### config.mk
export PLATFORM = sky130hd
export DESIGN_NAME = johnson_phase_sequencer
export DESIGN_NICKNAME = d
export VERILOG_FILES = /design/src/rtl/johnson_phase_sequencer.sv
export SDC_FILE = /design/constraint.sdc
export NUM_CORES = 1
export LEC_CHECK = 0
export ABC_AREA = 1
export CAP_MARGIN = 5
export CORE_ASPECT_RATIO = 0.7
export CORE_MARGIN = 2
export CORE_UTILIZATION = 30
export DETAILED_ROUTE_END_ITERATION = 12
export GPL_TIMING_DRIVEN = 0
export SLEW_MARGIN = 10
export SYNTH_ARGS = -nofsm -noshare
export SYNTH_HDL_FRONTEND = slang
export SYNTH_SLANG_ARGS = --single-unit
### constraint.sdc
create_clock -name clk -period 5.1 [get_ports clk]
set_clock_uncertainty 0.2 [all_clocks]
set_input_delay 1.275 -clock clk [delete_from_list [all_inputs] [get_ports clk]]
set_output_delay 1.275 -clock clk [all_outputs]
set_load 0.01 [all_outputs]
### src/rtl/johnson_phase_sequencer.sv
// johnson_phase_sequencer: bounded, pausable, abortable 2N-phase Johnson timing generator
module johnson_phase_sequencer #(
  parameter int N = 4,
  parameter int CW = 8,
  localparam int IW = $clog2(2 * N)
) (
  input  logic            clk,
  input  logic            rst,
  input  logic            start,
  input  logic [CW-1:0]   rounds,
  input  logic            pause,
  input  logic            abort,
  output logic [N-1:0]    q,
  output logic [2*N-1:0]  phase,
  output logic [IW-1:0]   phase_idx,
  output logic [CW-1:0]   rounds_left,
  output logic            busy,
  output logic            done,
  output logic            aborted
);
  localparam int PW = 2 * N;
  typedef enum logic [1:0] {IDLE, RUN, HOLD} state_t;
  state_t state, state_n;
  logic [N-1:0] q_n;
  logic [IW-1:0] idx_n;
  logic [CW-1:0] rl_n;
  logic [PW-1:0] phase_n;
  logic done_n, ab_n, legal;
  function automatic logic [N-1:0] jcode(input int k);
    logic [N-1:0] c;
    for (int i = 0; i < N; i++) c[i] = (i < k) && (i + N >= k);
    return c;
  endfunction
  always_comb begin
    legal = 1'b0;
    for (int k = 0; k < PW; k++) legal = legal | (q == jcode(k));
  end
  always_comb begin
    state_n = state;
    q_n = q;
    idx_n = phase_idx;
    rl_n = rounds_left;
    done_n = 1'b0;
    ab_n = 1'b0;
    if (state == IDLE) begin
      q_n = '0;
      idx_n = '0;
      if (start && !abort) begin
        if (rounds != '0) begin
          state_n = RUN;
          rl_n = rounds;
        end else done_n = 1'b1;
      end
    end else if (abort) begin
      state_n = IDLE;
      q_n = '0;
      idx_n = '0;
      rl_n = '0;
      ab_n = 1'b1;
    end else if (!legal) begin
      // corrupted ring: resynchronise to phase 0 without leaving the sequence
      q_n = '0;
      idx_n = '0;
    end else if (state == HOLD) begin
      state_n = pause ? HOLD : RUN;
    end else if (pause) begin
      state_n = HOLD;
    end else if (phase_idx == IW'(PW - 1)) begin
      q_n = '0;
      idx_n = '0;
      if (rounds_left > CW'(1)) rl_n = rounds_left - CW'(1);
      else begin
        state_n = IDLE;
        rl_n = '0;
        done_n = 1'b1;
      end
    end else begin
      q_n = {q[N-2:0], ~q[N-1]};
      idx_n = phase_idx + IW'(1);
    end
    phase_n = (state_n != IDLE) ? PW'(1) << idx_n : '0;
  end
  always_ff @(posedge clk or negedge rst) begin
    if (!rst) begin
      state <= IDLE;
      q <= '0;
      phase <= '0;
      phase_idx <= '0;
      rounds_left <= '0;
      done <= 1'b0;
      aborted <= 1'b0;
    end else begin
      state <= state_n;
      q <= q_n;
      phase <= phase_n;
      phase_idx <= idx_n;
      rounds_left <= rl_n;
      done <= done_n;
      aborted <= ab_n;
    end
  end
  assign busy = (state != IDLE);
endmodule

==> After elaboration in Yosys (flattened, before gate mapping) <==
Cells that the tools add are included.
{ "op_classes": {"add_sub_neg": 2, "magnitude_cmp": 1, "n_eq_ne": 15, "n_shift": 1, "mux": 43, "bitwise": 8, "n_reduce_logical": 11} }
{ "ops": {"columns": ["op", "n"], "rows": [
  ["$mux 8", 10],
  ["$mux 4", 6],
  ["$mux 2", 10],
  ["$mux 3", 6],
  ["$eq 4x4->1 const B", 4],
  ["$mux 1", 11],
  ["$gt 8x1->1 const B", 1],
  ["$reduce_bool 8->1", 1],
  ["$shl 1x3->8 const A", 1],
  ["$sub 8x1->8 const B", 1],
  ["$or 1x1->1", 7],
  ["$reduce_and 6->1", 1],
  ["$reduce_bool 3->1", 2],
  ["$eq 4x1->1 const B", 1],
  ["$eq 4x2->1 const B", 1],
  ["$eq 4x3->1 const B", 1],
  ["$logic_not 4->1", 1],
  ["$ne 2x1->1 const B", 2],
  ["$ne 4x3->1 const B", 1],
  ["$ne 4x4->1 const B", 1],
  ["$reduce_bool 2->1", 2],
  ["$add 3x1->3 const B", 1],
  ["$eq 3x3->1 const B", 1],
  ["$ne 3x1->1 const B", 1],
  ["other kinds (7)", 7]
]} }
{ "totals": {"regBits": 27, "inputBits": 13, "word_cells": 88} }

==> Logic depth before layout (Yosys ltp) <==
{ "logic_depth": {"depth_word": 13, "mapped_depth": 11} }

==> Least setup slack after synthesis <==
Ideal clock, no wire load.
{ "synth_timing": {"kind": "input to register", "start": "input abort", "end": "register rounds_left[4]", "setup_time_ns": 0.074, "t_arrival_ns": 2.181, "t_required_ns": 4.826, "slack_ns": 2.646, "path_stages": 8, "path_buffers": 1, "cell_sequence": "inv_1 > nand2_1 > o21ai_0 > nand2_2 > clkinv_2 > buf_6 > nand2_1 > o21ai_2"} }
{ "synth_between": {"elab_chain_cells": 4, "word_cells_on_any_way": 10, "cone_classes": "eq/ne: 3; mux: 2; reduce/logical: 5"} }
{ "synth_rtl": {"columns": ["element", "line_no", "source"], "rows": [
  ["start, declared", "12", "input logic abort,"],
  ["$logic_not 1->1", "48", "if (start && !abort) begin"],
  ["$logic_and 1x1->1", "48", null],
  ["$ne 2x1->1 (no line)", null, null],
  ["$reduce_and 6->1 (no line)", null, null],
  ["end signal, assigned", "97", "rounds_left <= rl_n;"],
  ["end, declared", "16", "output logic [CW-1:0] rounds_left,"]
]} }
Parallel ways exist; a longest one is shown, timed or not.
A chain may end at the register's enable or synchronous reset.

==> Worst setup path after layout <==
{ "layout_timing": {"start": "register state[0]", "end": "output busy"} }
{ "layout_between": {"elab_chain_cells": 1} }
{ "layout_rtl": {"columns": ["element", "line_no", "source"], "rows": [
  ["start, declared", "23", "state_t state, state_n;"],
  ["start signal, assigned", "93", "state <= state_n;"],
  ["$reduce_bool 2->1", "102", "assign busy = (state != IDLE);"],
  ["end, declared", "17", "output logic busy,"]
]} }
Every way passes these cells.

==> results.sh <==
export IMPL_vias=1394
export IMPL_top_layer_used="met4"
export IMPL_crit_path_end_kind="output port"
export IMPL_core_area_um2=4890
export IMPL_post_cts_buffers=0
export IMPL_ff2ff_path_depth=11
export IMPL_crit_buf_inv=2
export IMPL_rsz0062_at_grt="no"
export IMPL_regArea_um2=676
export IMPL_cts_num_sinks=27
export IMPL_cts_root_buf="clkbuf_8"
export IMPL_synth_cell_types=25
export IMPL_met3_length_um=192
export IMPL_nets=263
export IMPL_worst_slew_pin_slew_ns=0.596
export IMPL_antenna_cells=0
export IMPL_most_common_layout_cells="nand2_1, clkdlybuf4s50_1, inv_1"
export IMPL_cts_hold_buffers_added=0
export IMPL_crit_path_max_incr_delay_ns=0.56
export IMPL_wl_met1_um=2040
export IMPL_max_vdd_ir_drop_mv=0.189
export IMPL_leakage_nw=1.03
export IMPL_cts_resized_gates=0
export IMPL_cts_tree="built"
export IMPL_antenna_left=0
export IMPL_fin_ws_ns=2.06
export IMPL_detail_route_wl_per_cell_um=11.8
export IMPL_totalWireLength_um=3700
export IMPL_fin_cells=314
export IMPL_cts_path_max_buffers=2
export IMPL_crit_fanout=10
export IMPL_die_width_um=90.0
export IMPL_cp_required_ns=3.62
export IMPL_drive_above_1_share_pct=10.2
export IMPL_final_core_util_pct=42.2
export IMPL_dp_slack_ns=2.00
export IMPL_clock_fmax_mhz=329
export IMPL_max_cap_violations=0
export IMPL_grt_first_pass_wirelength_um=6560
export IMPL_synth_avg_cell_area_um2=7.65
export IMPL_ys_ff_latch=27
export IMPL_numPlacedInstances=310
export IMPL_hold_ws_ns=0.340
export IMPL_yosysWarnings=0
export IMPL_antenna_found_initial=0
export IMPL_slowest_stage="clkdlybuf4s50_1"
export IMPL_finalMaxSlewViolations=0
export IMPL_slew_headroom_pct=60.2
export IMPL_finalSetupViolations=0
export IMPL_syn_to_final_growth_pct=32.7
export IMPL_path_cells="inv_2, nand2_4, clkdlybuf4s50_1"
export IMPL_die_h_um=64.2
export IMPL_portBuffers=38
export IMPL_seq_area_frac_synth_pct=43.5
export IMPL_drc=0
export IMPL_post_dp_hpwl_um=2940
export IMPL_power_density_nw_per_um2=470
export IMPL_boundaryPins=39
export IMPL_viasPerCell=4.44
export IMPL_dieArea_um2=5780
export IMPL_wl_met2_um=1440
export IMPL_grt_usage_pct=14.0
export IMPL_cp_start_kind="register"
export IMPL_rows=21
export IMPL_post_route_period_util_pct=59.5
export IMPL_whs_path_depth=2
export IMPL_htreeDepth=1
export IMPL_fill_cells=516
export IMPL_grt_pass1_vias=1353
export IMPL_min_period_ns=3.04
export IMPL_multi_input_area_um2=713
export IMPL_yosys_area_top_type_share_pct=43.5
export IMPL_status="finished clean"
export IMPL_syn_nets=220
export IMPL_hold_class="reg2reg"
export IMPL_clk_pin_slew_ns=0.10
export IMPL_netlist_area_um2=1550
export IMPL_cts_buffers=3
export IMPL_hold_viol_final=0
export IMPL_start_util_pct=31.8
export IMPL_grt_ovfl_total=0
export IMPL_worstPathArrival_ns=1.56
export IMPL_clkLatencyLatePin_ns=0.28
export IMPL_mostFrequentLayoutCell="nand2_1"
export IMPL_first_iter_violations=47
export IMPL_yosys_top_cells_area="dfrtp_1, nand2_1, inv_1"
export IMPL_grt_max_degree=28
export IMPL_cp_top_family="buffers and inverters"
export IMPL_worst_path_stages=3
export IMPL_yosysTopAreaCell="dfrtp_1"
export IMPL_gp_congestion=0.841
export IMPL_fin_setup_tns_ns=0
export IMPL_path_class="reg2out"
export IMPL_syn_inst=203
export IMPL_firstDrtPassIters=5
[final timing paths]
check / startpoint / end / slack [ns]
max: state[0]$_DFF_PN0_ / busy / 2.06
min reg2reg: rounds_left[6]$_DFFE_PN0P_ / rounds_left[6]$_DFFE_PN0P_ / 0.34
min: rounds_left[6]$_DFFE_PN0P_ / rounds_left[6]$_DFFE_PN0P_ / 0.34
min in group asynchronous: rst / phase[7]$_DFF_PN0_ / 0.79
max reg2reg: rounds_left[0]$_DFFE_PN0P_ / phase[0]$_DFF_PN0_ / 3.11
max in group asynchronous: rst / rounds_left[5]$_DFFE_PN0P_ / 3.52
[sequential cells by signal (all words and copies together), names as in the netlist]
register	cells
phase	8
rounds_left	8
q	4
phase_idx	3
state	2
aborted	1
done	1
[layer usage]
layer  track usage [%]  up-vias
met5                 0        -
met4              2.88        0
met3              4.01        2
met2              20.1       28
met1              21.0      636
li1                  -      728
[cells in the mapped netlist]
cell type / n
inv_2: 3
a21oi_2: 2
xor2_1: 2
o211ai_1: 1
inv_1: 32
nand2_4: 3
nand3_2: 1
o21ai_1: 3
o22ai_1: 7
nand4_1: 2
o21ai_2: 4
ha_1: 4
nor2_4: 1
nor3_1: 1
o21ai_0: 10
nand2_2: 1
o41ai_1: 1
buf_6: 2
clkinv_2: 2
nand2_1: 50
dfrtp_1: 27
nor2_1: 24
a21oi_1: 5
nor3_4: 1
nand3_1: 14
[through the flow]
stage                     cell area [um^2]  total power [W]
after global routing                  2060          0.00106
after CTS                             2060         0.000981
after detailed placement              2010         0.000855
after floorplan                       1550         0.000659
after global placement                2020         0.000851
final                                 2060         0.000969
[area by class of cell]
type | instances | area share (%)
Timing Repair Buffer | 38 | 18.2
Inverter | 37 | 6.86
Tap cell | 69 | 4.19
Sequential cell | 27 | 32.8
Clock buffer | 3 | 2.00
Multi-Input combinational cell | 137 | 34.6
Clock inverter | 1 | 0.243
Buffer | 2 | 1.09
[power by group]
group          leakage [nW]  switching (W)  internal [W]
Clock                0.0255      0.0000678     0.0000548
Combinational         0.643       0.000312      0.000222
Sequential            0.360      0.0000453      0.000267
Total                  1.03       0.000425      0.000544
[kinds of logic after synthesis]
logic type               count (synthesis)  share of synthesized area, %
AND/OR/NAND/NOR                         98                          28.5
buffers and inverters                   39                          10.6
AO/OA/AOI/OAI                           33                          13.1
flip-flops                              27                          43.5
adder cells (fa/ha/maj)                  4                          3.22
XOR/XNOR                                 2                          1.13
[worst reg2reg max path: stages (launching register included)]
cell and delay (ns):
dfrtp_1 0.42, inv_1 0.11, ha_1 0.25, nor2_1 0.08, nor2_1 0.19, nand3_1 0.15, inv_1 0.09, nand2_1 0.05
nand2_1 0.06, nand2_1 0.05, nand2_1 0.13, a21oi_1 0.09
(Power assumes the default switching activity.)
